File: config.mk
export PLATFORM = sky130hd
export DESIGN_NAME = l2_miss_ctrl_flat
export DESIGN_NICKNAME = d
export VERILOG_FILES = /design/src/rtl/l2_miss_ctrl_if.sv /design/src/rtl/l2_miss_ctrl.sv /design/src/flat_wrapper.sv
export SDC_FILE = /design/constraint.sdc
export NUM_CORES = 1
export LEC_CHECK = 0
export ABC_AREA = 1
export CORE_ASPECT_RATIO = 0.5
export CORE_MARGIN = 1.5
export CORE_UTILIZATION = 30
export CTS_BUF_LIST = sky130_fd_sc_hd__clkbuf_4 sky130_fd_sc_hd__clkbuf_8
export DETAILED_ROUTE_END_ITERATION = 6
export PLACE_DENSITY = 0.59
export REMOVE_ABC_BUFFERS = 1
export SYNTH_ARGS = -nofsm -noshare
export SYNTH_HDL_FRONTEND = slang
export SYNTH_SLANG_ARGS = --single-unit
File: constraint.sdc
create_clock -name clk -period 5.1 [get_ports clk]
set_input_delay 0.765 -clock clk [delete_from_list [all_inputs] [get_ports clk]]
set_output_delay 0.765 -clock clk [all_outputs]
set_load 0.01 [all_outputs]
File: src/rtl/l2_miss_ctrl_if.sv
// Bundle of request, DRAM and refill signals for the L2 miss controller.
// The controller uses the slave view; slices and the DRAM model use the master view.
interface l2_miss_ctrl_if #(
    parameter int NUM_PORTS  = 4,
    parameter int ADDR_WIDTH = 40,
    parameter int DATA_WIDTH = 64,
    parameter int MSHR_DEPTH = 4
);
    localparam int IDW = $clog2(MSHR_DEPTH);

    logic [NUM_PORTS-1:0]            req_valid;
    logic [NUM_PORTS*ADDR_WIDTH-1:0] req_addr;
    logic [NUM_PORTS-1:0]            req_ready;

    logic                            dram_req_valid;
    logic                            dram_req_ready;
    logic [ADDR_WIDTH-1:0]           dram_req_addr;
    logic [IDW-1:0]                  dram_req_id;

    logic                            dram_rsp_valid;
    logic [IDW-1:0]                  dram_rsp_id;
    logic [DATA_WIDTH-1:0]           dram_rsp_data;

    logic [NUM_PORTS-1:0]            rsp_valid;
    logic [ADDR_WIDTH-1:0]           rsp_addr;
    logic [DATA_WIDTH-1:0]           rsp_data;

    logic                            mshr_full;
    logic                            err;

    modport slave (
        input  req_valid, req_addr, dram_req_ready,
        input  dram_rsp_valid, dram_rsp_id, dram_rsp_data,
        output req_ready, dram_req_valid, dram_req_addr, dram_req_id,
        output rsp_valid, rsp_addr, rsp_data, mshr_full, err
    );

    modport master (
        output req_valid, req_addr, dram_req_ready,
        output dram_rsp_valid, dram_rsp_id, dram_rsp_data,
        input  req_ready, dram_req_valid, dram_req_addr, dram_req_id,
        input  rsp_valid, rsp_addr, rsp_data, mshr_full, err
    );
endinterface

File: src/rtl/l2_miss_ctrl.sv
// Multi-port L2 miss controller: round-robin request arbitration, MSHR table with
// same-line merging, one DRAM read per line, refill broadcast to all waiting ports.
module l2_miss_ctrl #(
    parameter int NUM_PORTS   = 4,
    parameter int ADDR_WIDTH  = 40,
    parameter int DATA_WIDTH  = 64,
    parameter int LINE_OFFSET = 6,
    parameter int MSHR_DEPTH  = 4
) (
    input  logic          clk,
    input  logic          rst,
    l2_miss_ctrl_if.slave bus
);
    localparam int IDW = $clog2(MSHR_DEPTH);
    localparam int LW  = ADDR_WIDTH - LINE_OFFSET;
    localparam int PW  = (NUM_PORTS > 1) ? $clog2(NUM_PORTS) : 1;

    typedef enum logic [0:0] {
        IDLE = 1'b0,
        REQ  = 1'b1
    } issue_state_t;

    logic [MSHR_DEPTH-1:0] ent_valid_reg;
    logic [MSHR_DEPTH-1:0] ent_issued_reg;
    logic [LW-1:0]         ent_line_reg    [MSHR_DEPTH];
    logic [NUM_PORTS-1:0]  ent_waiters_reg [MSHR_DEPTH];

    logic [PW-1:0]         rr_ptr_reg, rr_ptr_next;
    issue_state_t          state_reg, state_next;
    logic [IDW-1:0]        issue_idx_reg, issue_idx_next;
    logic [LW-1:0]         issue_line_reg, issue_line_next;

    logic [NUM_PORTS-1:0]  rsp_valid_reg;
    logic [LW-1:0]         rsp_line_reg;
    logic [DATA_WIDTH-1:0] rsp_data_reg;
    logic                  err_reg;

    logic                  rsp_hit;
    logic [MSHR_DEPTH-1:0] retire_vec;
    logic                  any_free;
    logic [IDW-1:0]        alloc_idx;
    logic [MSHR_DEPTH-1:0] pending_vec;
    logic                  pend_any;
    logic [IDW-1:0]        pend_idx;
    logic                  issue_ack;

    logic [NUM_PORTS-1:0][LW-1:0]         port_line;
    logic [NUM_PORTS-1:0][MSHR_DEPTH-1:0] port_match;
    logic [NUM_PORTS-1:0]                 grantable;
    logic [NUM_PORTS*LINE_OFFSET-1:0]     unused_offset_bits;

    logic                  grant_en;
    logic [PW-1:0]         grant_port;
    logic [PW-1:0]         cand;
    logic [LW-1:0]         grant_line;
    logic [NUM_PORTS-1:0]  grant_onehot;
    logic                  merge_hit;
    logic [IDW-1:0]        merge_idx;
    logic                  merge_en;
    logic                  alloc_en;

    // A refill retires its entry only if that entry is live and its DRAM read was accepted.
    always_comb begin
        retire_vec = '0;
        rsp_hit    = bus.dram_rsp_valid && ent_valid_reg[bus.dram_rsp_id]
                     && ent_issued_reg[bus.dram_rsp_id];
        if (rsp_hit) begin
            retire_vec[bus.dram_rsp_id] = 1'b1;
        end
    end

    // Free means invalid at the start of the cycle, so a retiring entry is never reused early.
    always_comb begin
        any_free  = 1'b0;
        alloc_idx = '0;
        for (int e = MSHR_DEPTH - 1; e >= 0; e--) begin
            if (!ent_valid_reg[e]) begin
                any_free  = 1'b1;
                alloc_idx = IDW'(e);
            end
        end
    end

    for (genvar gi = 0; gi < NUM_PORTS; gi++) begin : g_port
        assign port_line[gi] = bus.req_addr[gi*ADDR_WIDTH+LINE_OFFSET +: LW];
        assign unused_offset_bits[gi*LINE_OFFSET +: LINE_OFFSET] =
            bus.req_addr[gi*ADDR_WIDTH +: LINE_OFFSET];
        for (genvar gj = 0; gj < MSHR_DEPTH; gj++) begin : g_ent
            assign port_match[gi][gj] = ent_valid_reg[gj] && !retire_vec[gj]
                                        && (ent_line_reg[gj] == port_line[gi]);
        end
        assign grantable[gi] = bus.req_valid[gi] && ((|port_match[gi]) || any_free);
    end

    // Rotating search starting at rr_ptr; ports that cannot be served are skipped.
    always_comb begin
        grant_en   = 1'b0;
        grant_port = '0;
        cand       = '0;
        for (int k = 0; k < NUM_PORTS; k++) begin
            cand = PW'((int'(rr_ptr_reg) + k) % NUM_PORTS);
            if (!grant_en && grantable[cand]) begin
                grant_en   = 1'b1;
                grant_port = cand;
            end
        end
    end

    always_comb begin
        grant_line   = port_line[grant_port];
        merge_hit    = 1'b0;
        merge_idx    = '0;
        grant_onehot = '0;
        for (int e = MSHR_DEPTH - 1; e >= 0; e--) begin
            if (port_match[grant_port][e]) begin
                merge_hit = 1'b1;
                merge_idx = IDW'(e);
            end
        end
        if (grant_en) begin
            grant_onehot[grant_port] = 1'b1;
        end
    end

    assign merge_en = grant_en && merge_hit;
    assign alloc_en = grant_en && !merge_hit;

    always_comb begin
        rr_ptr_next = rr_ptr_reg;
        if (grant_en) begin
            rr_ptr_next = PW'((int'(grant_port) + 1) % NUM_PORTS);
        end
    end

    assign pending_vec = ent_valid_reg & ~ent_issued_reg;

    always_comb begin
        pend_any = 1'b0;
        pend_idx = '0;
        for (int e = MSHR_DEPTH - 1; e >= 0; e--) begin
            if (pending_vec[e]) begin
                pend_any = 1'b1;
                pend_idx = IDW'(e);
            end
        end
    end

    // Issue FSM: the target is latched on entry to REQ so address/id stay frozen under backpressure.
    always_comb begin
        state_next      = state_reg;
        issue_idx_next  = issue_idx_reg;
        issue_line_next = issue_line_reg;
        case (state_reg)
            IDLE: begin
                if (pend_any) begin
                    state_next      = REQ;
                    issue_idx_next  = pend_idx;
                    issue_line_next = ent_line_reg[pend_idx];
                end
            end
            REQ: begin
                if (bus.dram_req_ready) begin
                    state_next = IDLE;
                end
            end
            default: state_next = IDLE;
        endcase
    end

    assign issue_ack = (state_reg == REQ) && bus.dram_req_ready;

    always_ff @(posedge clk) begin
        if (rst) begin
            ent_valid_reg  <= '0;
            ent_issued_reg <= '0;
            for (int e = 0; e < MSHR_DEPTH; e++) begin
                ent_line_reg[e]    <= '0;
                ent_waiters_reg[e] <= '0;
            end
        end else begin
            for (int e = 0; e < MSHR_DEPTH; e++) begin
                if (retire_vec[e]) begin
                    ent_valid_reg[e]   <= 1'b0;
                    ent_issued_reg[e]  <= 1'b0;
                    ent_waiters_reg[e] <= '0;
                end else if (alloc_en && (alloc_idx == IDW'(e))) begin
                    ent_valid_reg[e]   <= 1'b1;
                    ent_issued_reg[e]  <= 1'b0;
                    ent_line_reg[e]    <= grant_line;
                    ent_waiters_reg[e] <= grant_onehot;
                end else begin
                    if (merge_en && (merge_idx == IDW'(e))) begin
                        ent_waiters_reg[e] <= ent_waiters_reg[e] | grant_onehot;
                    end
                    if (issue_ack && (issue_idx_reg == IDW'(e))) begin
                        ent_issued_reg[e] <= 1'b1;
                    end
                end
            end
        end
    end

    always_ff @(posedge clk) begin
        if (rst) begin
            rr_ptr_reg     <= '0;
            state_reg      <= IDLE;
            issue_idx_reg  <= '0;
            issue_line_reg <= '0;
            rsp_valid_reg  <= '0;
            rsp_line_reg   <= '0;
            rsp_data_reg   <= '0;
            err_reg        <= 1'b0;
        end else begin
            rr_ptr_reg     <= rr_ptr_next;
            state_reg      <= state_next;
            issue_idx_reg  <= issue_idx_next;
            issue_line_reg <= issue_line_next;
            rsp_valid_reg  <= rsp_hit ? ent_waiters_reg[bus.dram_rsp_id] : '0;
            if (rsp_hit) begin
                rsp_line_reg <= ent_line_reg[bus.dram_rsp_id];
                rsp_data_reg <= bus.dram_rsp_data;
            end
            if (bus.dram_rsp_valid && !rsp_hit) begin
                err_reg <= 1'b1;
            end
        end
    end

    assign bus.req_ready      = grant_onehot;
    assign bus.dram_req_valid = (state_reg == REQ);
    assign bus.dram_req_addr  = {issue_line_reg, {LINE_OFFSET{1'b0}}};
    assign bus.dram_req_id    = issue_idx_reg;
    assign bus.rsp_valid      = rsp_valid_reg;
    assign bus.rsp_addr       = {rsp_line_reg, {LINE_OFFSET{1'b0}}};
    assign bus.rsp_data       = rsp_data_reg;
    assign bus.mshr_full      = &ent_valid_reg;
    assign bus.err            = err_reg;
endmodule

File: src/flat_wrapper.sv
// flat-port wrapper written by rule: the top's interface ports become plain ports
module l2_miss_ctrl_flat 
#(
    parameter int NUM_PORTS   = 4,
    parameter int ADDR_WIDTH  = 40,
    parameter int DATA_WIDTH  = 64,
    parameter int LINE_OFFSET = 6,
    parameter int MSHR_DEPTH  = 4
)
  (clk, rst, bus_req_valid, bus_req_addr, bus_dram_req_ready, bus_dram_rsp_valid, bus_dram_rsp_id, bus_dram_rsp_data, bus_req_ready, bus_dram_req_valid, bus_dram_req_addr, bus_dram_req_id, bus_rsp_valid, bus_rsp_addr, bus_rsp_data, bus_mshr_full, bus_err);
  l2_miss_ctrl_if #(.NUM_PORTS(NUM_PORTS), .ADDR_WIDTH(ADDR_WIDTH), .DATA_WIDTH(DATA_WIDTH), .MSHR_DEPTH(MSHR_DEPTH)) bus_i ();
  input  logic clk;
  input  logic rst;
  input wire logic [$bits(bus_i.req_valid)-1:0] bus_req_valid;
  input wire logic [$bits(bus_i.req_addr)-1:0] bus_req_addr;
  input wire logic [$bits(bus_i.dram_req_ready)-1:0] bus_dram_req_ready;
  input wire logic [$bits(bus_i.dram_rsp_valid)-1:0] bus_dram_rsp_valid;
  input wire logic [$bits(bus_i.dram_rsp_id)-1:0] bus_dram_rsp_id;
  input wire logic [$bits(bus_i.dram_rsp_data)-1:0] bus_dram_rsp_data;
  output wire logic [$bits(bus_i.req_ready)-1:0] bus_req_ready;
  output wire logic [$bits(bus_i.dram_req_valid)-1:0] bus_dram_req_valid;
  output wire logic [$bits(bus_i.dram_req_addr)-1:0] bus_dram_req_addr;
  output wire logic [$bits(bus_i.dram_req_id)-1:0] bus_dram_req_id;
  output wire logic [$bits(bus_i.rsp_valid)-1:0] bus_rsp_valid;
  output wire logic [$bits(bus_i.rsp_addr)-1:0] bus_rsp_addr;
  output wire logic [$bits(bus_i.rsp_data)-1:0] bus_rsp_data;
  output wire logic [$bits(bus_i.mshr_full)-1:0] bus_mshr_full;
  output wire logic [$bits(bus_i.err)-1:0] bus_err;
  assign bus_i.req_valid = bus_req_valid;
  assign bus_i.req_addr = bus_req_addr;
  assign bus_i.dram_req_ready = bus_dram_req_ready;
  assign bus_i.dram_rsp_valid = bus_dram_rsp_valid;
  assign bus_i.dram_rsp_id = bus_dram_rsp_id;
  assign bus_i.dram_rsp_data = bus_dram_rsp_data;
  assign bus_req_ready = bus_i.req_ready;
  assign bus_dram_req_valid = bus_i.dram_req_valid;
  assign bus_dram_req_addr = bus_i.dram_req_addr;
  assign bus_dram_req_id = bus_i.dram_req_id;
  assign bus_rsp_valid = bus_i.rsp_valid;
  assign bus_rsp_addr = bus_i.rsp_addr;
  assign bus_rsp_data = bus_i.rsp_data;
  assign bus_mshr_full = bus_i.mshr_full;
  assign bus_err = bus_i.err;
  l2_miss_ctrl #(.NUM_PORTS(NUM_PORTS), .ADDR_WIDTH(ADDR_WIDTH), .DATA_WIDTH(DATA_WIDTH), .LINE_OFFSET(LINE_OFFSET), .MSHR_DEPTH(MSHR_DEPTH)) u_core (.clk(clk), .rst(rst), .bus(bus_i));
endmodule
# [Yosys cells after proc, flatten, opt, wreduce, memory -nomap -nowiden]
# Memories as Yosys holds them, arrays and structs flattened. A register that Yosys moved wholly into a read port is not among the register bits.
# Index checks and enable logic that the tools add are counted.
[word_totals] out_inout_bits=157 register_bits=78 mem_bits_rw=152 mem_count=2 elab_cells=277 in_bits=234
[mem_list] memory="u_core.ent_line_reg" depth=4 word_bits=34 read_ports=6 rd_clocked_by_memory_dff=2 write_ports=4 line="l2_miss_ctrl.sv:25" source="logic [LW-1:0] ent_line_reg [MSHR_DEPTH];"
[mem_list] memory="u_core.ent_waiters_reg" depth=4 word_bits=4 read_ports=5 rd_clocked_by_memory_dff=1 write_ports=4 line="l2_miss_ctrl.sv:26" source="logic [NUM_PORTS-1:0] ent_waiters_reg [MSHR_DEPTH];"
[classes] reduce_logical=78 eq_ne=25 bitwise_logic=24 muxes=123 order_cmp=8 add_sub_neg=4
[op_table] operator="34-bit equality test" count=16
[op_table] operator="34-bit 2-to-1 mux" count=5
[op_table] operator="1-bit 2-to-1 mux" count=76
[op_table] operator="34-bit binary-select mux with 2-bit select" count=1
[op_table] operator="4-bit 2-to-1 mux" count=15
[op_table] operator="1-bit logical AND" count=47
[op_table] operator="2-bit 2-to-1 mux" count=16
[op_table] operator="2-bit by 3-bit less-than comparator with 1-bit output, second input constant" count=6
[op_table] operator="1-bit bitwise OR" count=16
[op_table] operator="4-bit bitwise OR" count=4
[op_table] operator="4-bit OR reduction" count=4
[op_table] operator="1-bit binary-select mux with 2-bit select" count=6
[op_table] operator="2-bit equality test, second input constant" count=6
[op_table] operator="3-bit OR reduction" count=4
[op_table] operator="2-bit OR reduction" count=5
[op_table] operator="1-bit logical NOT" count=9
[op_table] operator="4-bit binary-select mux with 2-bit select" count=1
[op_table] operator="2-bit by 1-bit equality test with 1-bit output, second input constant" count=3
[op_table] operator="2-bit logical NOT" count=3
[op_table] operator="2-bit by 1-bit adder with 2-bit output, second input constant" count=2
[op_table] operator="2-bit adder, second input constant" count=2
[op_table] operator="4-bit AND" count=1
[op_table] operator="1-bit demux with 2-bit select" count=2
[op_table] operator="2-bit by 1-bit >= comparator with 1-bit output, second input constant" count=2
[op_table] operator="6 further kinds" count=10

# [Longest topological paths before layout]
[depth] depth_word=38 depth_mapped=34 depth_no_buf=31

# [Worst setup path after synthesis]
# OpenSTA, ideal clock, no wires.
[synth_path] kind="input to register" start="in bus_dram_rsp_id[0]" end="mem u_core.ent_line_reg[1][0] in the netlist's numbering, enable pin" setup_slack_ps=489 stages=32 required_ps=4708 arrival_ps=4219 path_buffers=3 setup_time_ps=392 path_cell_list="buf_4 -> inv_4 -> nand2_4 -> nor2_1 -> nor2_1 -> nand2_2 -> nand3_4 -> nor2_4 -> nor2_4 -> nand2_2 -> nand2_1 -> nor2_1 -> nand2_1 -> nand3_1 -> nand3_1 -> nand2_2 -> nand2_1 -> nand2_1 -> nand2_1 -> nand2_4 -> nand2_2 -> buf_6 -> nand2_1 -> nand3_1 -> nand2_1 -> nand2_1 -> nor2_4 -> nand2_4 -> inv_4 -> buf_4 -> nand2_1 -> nand2_1"
[synth_rtl] element="start: declaration" line="flat_wrapper.sv:18" source="input wire logic [$bits(bus_i.dram_rsp_id)-1:0] bus_dram_rsp_id;"
[synth_rtl] element="end: declaration" line="l2_miss_ctrl.sv:25"

==> results_dict.tcl <==
set metrics [dict create \
    hold_buffers 0 \
    clock_sinks 302 \
    layout.cells.non_filler 5292 \
    ys_warn_count 0 \
    powerDensity_nw_per_um2 490 \
    synthArstFlopShare 0 \
    clk_pin_slew_ns 0.07 \
    placed_cells 5165 \
    irDropWorstVdd_mv 0.372 \
    setup_violations 0 \
    maxSlewHeadroom 0.388 \
    htree_levels 2 \
    synth.distinct_cells 45 \
    die_height_um 197 \
    largest_register_ffs 136 \
    fin_nets 4466 \
    regToRegStartpoint "u_core.ent_line_reg[3][14]$_SDFFCE_PN0P_" \
    start_util 0.302 \
    ys_ff_latch 302 \
    drt_iter0_markers 3257 \
    netlist_instances 3607 \
    drt_drc_violations_left 0 \
    path_delay_family "simple AND/OR/NAND/NOR gates" \
    crit_path_end_kind "primary output" \
    antenna_found_initial 1 \
    grt_overflow 0 \
    viasPerCell 5.07 \
    drt-total-wl_mm 111 \
    drive_gt1_frac 0.139 \
    dieArea_um2 77300 \
    crit_buf_inv 3 \
    period_minus_slack_ns 4.97 \
    cts_root_buf "clkbuf_8" \
    hpwl_mm 83.0 \
    fillers 7979 \
    period_share 0.975 \
    startpoint_type "flip-flop" \
    die_x_um 392 \
    finalWeightedCongestion 1.00 \
    slowest_stage "edfxtp_1" \
    core_area_um2 75000 \
    hp-start "u_core.bus.rsp_data[52]$_SDFFE_PP0P_" \
    io_pins 391 \
    min_path_type "reg -> reg" \
    achievable-frequency_ghz 0.201 \
    num_vias 26800 \
    yosys.area.top_type_share 0.212 \
    ys_top_cells_by_area "nand2_1 (21%), edfxtp_1 (20%), dfxtp_1 (13%)" \
    cts_buffers 50 \
    holdWs_ns 0.461 \
    drtPass1Iterations 6 \
    path_class "reg -> out" \
    synthFlopType "edfxtp_1" \
    critPathRequiredTime_ns 4.34 \
    cts_tree "built" \
    cp_max_fo 20 \
    syn2layout_area_growth_pct 36.9 \
    cp.arrival_ns 4.21 \
    cap_violations 0 \
    drtAntennaViolNets 0 \
    post_drt_wl_per_cell_um 21.0 \
    syn-cell-area_um2 22700 \
    grt_first_pass_wirelength_mm 160 \
    yosysTopAreaCell "nand2_1" \
    skew_ns 0.0379 \
    synth_edf_count 152 \
    grt_pass1_vias 24700 \
    io_buffers 354 \
    grt_max_degree 76 \
    p_leak_uw 0.0143 \
    grt_usage 0.278 \
    ys_seq_area_frac 0.334 \
    rows 71 \
    cts.path.max_buffers 3 \
    clock_latency_ns 0.72 \
    cp_cell_sequence "xor2_1 -> nor2_1 -> nand4_1 -> nor2_1 -> nand3_1 -> nand2_1 -> nor2_1 -> nand2_1 -> nand3_2 -> nand2_2 -> nand2_1 -> nand2_1 -> nand2_1 -> nand2_1 -> nand2_1 -> nand2_4 -> nand2_2 -> buf_12 -> ha_1 -> nand2_1 -> inv_1 -> dlygate4sd2_1" \
    status "finished clean" \
    cpMostUsedCell "nand2_1" \
    avgSynthCellArea_um2 6.28 \
    hold_viol 0 \
    tightestPinTransition_ns 0.918 \
    drv_slew 0 \
    setup.worst_path.start "u_core.ent_line_reg[3][14]$_SDFFCE_PN0P_" \
    slowest_delay_ns 0.57 \
]
==> cell usage in the layout, fill, tap and decap left out, drive strengths merged, types with 7 or more instances in the layout <==
cell | Yosys | routed
nand4 | 113 | 113
buf | 58 | 380
o211ai | 41 | 41
o22ai | 64 | 64
nand2 | 1292 | 1292
xor2 | 94 | 94
o21ai | 215 | 215
nand3 | 134 | 134
nor2 | 505 | 505
dlymetal6s2s | 0 | 16
dlygate4sd2 | 0 | 20
a21oi | 179 | 179
conb | 1 | 12
clkbuf | 117 | 73
a31oi | 7 | 7
nand3b | 7 | 7
clkdlybuf4s50 | 0 | 316
dfxtp | 150 | 150
inv | 341 | 341
xnor2 | 63 | 63
nor3 | 50 | 50
clkinv | 2 | 19
edfxtp | 152 | 152
==> worst register-to-register path: cells and delay by family, from the launching register on <==
family / cells / cell delay [ns]
xor+xnor: 1 / 0.30
buf+inv: 3 / 0.52
flops: 1 / 0.57
simple gates: 24 / 2.77
==> routing by layer <==
layer	global-route usage	wire (µm)	vias up
met5	0	0	-
met4	0.0729	2840	0
met3	0.0457	9780	156
met2	0.426	47600	1222
met1	0.401	50700	12600
li1	-	-	12900
==> cells by family (layout without fill, tap and decap cells) <==
group,Yosys count,count (layout),synth area share
compound gates,520,520,0.126
xor+xnor,157,157,0.0607
fa+ha+maj,4,4,0.00221
buf+inv,518,1169,0.0932
flops,302,302,0.334
other cells,1,13,0.000165
simple gates,2105,2105,0.384
==> power breakdown <==
| part | total, µW | leakage [µW] | internal, µW | switching, µW |
|---|---|---|---|---|
| clock | 2530 | 0.000603 | 1350 | 1180 |
| combinational | 8870 | 0.0109 | 3230 | 5640 |
| sequential | 3810 | 0.00281 | 3190 | 612 |
==> path summary, 6_finish.rpt <==
| kind | to | slack, ns | cells past startpoint |
|---|---|---|---|
| max | bus_req_ready[2] | 0.13 | 22 |
| min | u_core.bus.rsp_data[52]$_SDFFE_PP0P_ | 0.46 | 2 |
| max reg2reg | u_core.ent_line_reg[1][31]$_SDFFCE_PN0P_ | 0.55 | 28 |
| min reg2reg | u_core.bus.rsp_data[52]$_SDFFE_PP0P_ | 0.46 | 2 |
==> stage by stage <==
step	total power [µW]	TNS, ns	worst slack (ns)	instance area [µm²]	utilization
3_5_place_dp	12400	-24.55	-0.250	29500	0.394
4_1_cts	15000	-0.0636	-0.0636	30700	0.410
3_3_place_gp	12300	-25.09	-0.259	29500	0.394
5_1_grt	16100	-0.0000506	-0.0000506	31000	0.414
2_1_floorplan	8080	-135.49	-0.837	21900	-
6_report	15200	0	0.129	31000	0.414
==> cells in the mapped netlist (63+ instances only) <==
master,number
o22ai_1,64
dfxtp_1,150
nor2_1,476
xnor2_1,63
a21oi_1,178
o21ai_0,183
nand3_1,127
inv_1,330
edfxtp_1,152
xor2_1,94
nand2_1,1280
nand4_1,112
clkbuf_1,117
==> timing repair <==
item                       CTS  global route
pin swaps                    2             7
setup buffers                9            24
setup endpoints to repair    4             4
resized for setup           37            54
==> layout make-up <==
| class | instances | area, µm² | area share |
|---|---|---|---|
| flip-flops and latches | 302 | 7570 | 0.244 |
| multi-input cells | 2798 | 13200 | 0.425 |
| clock inverters | 21 | 230 | 0.00742 |
| inverters | 343 | 1300 | 0.0418 |
| well taps | 1022 | 1280 | 0.0412 |
| clock buffers | 72 | 897 | 0.0289 |
| repair buffers | 733 | 6580 | 0.212 |
| diodes | 1 | 2.50 | 0.0000806 |
Power figures use the tool's default switching activity.
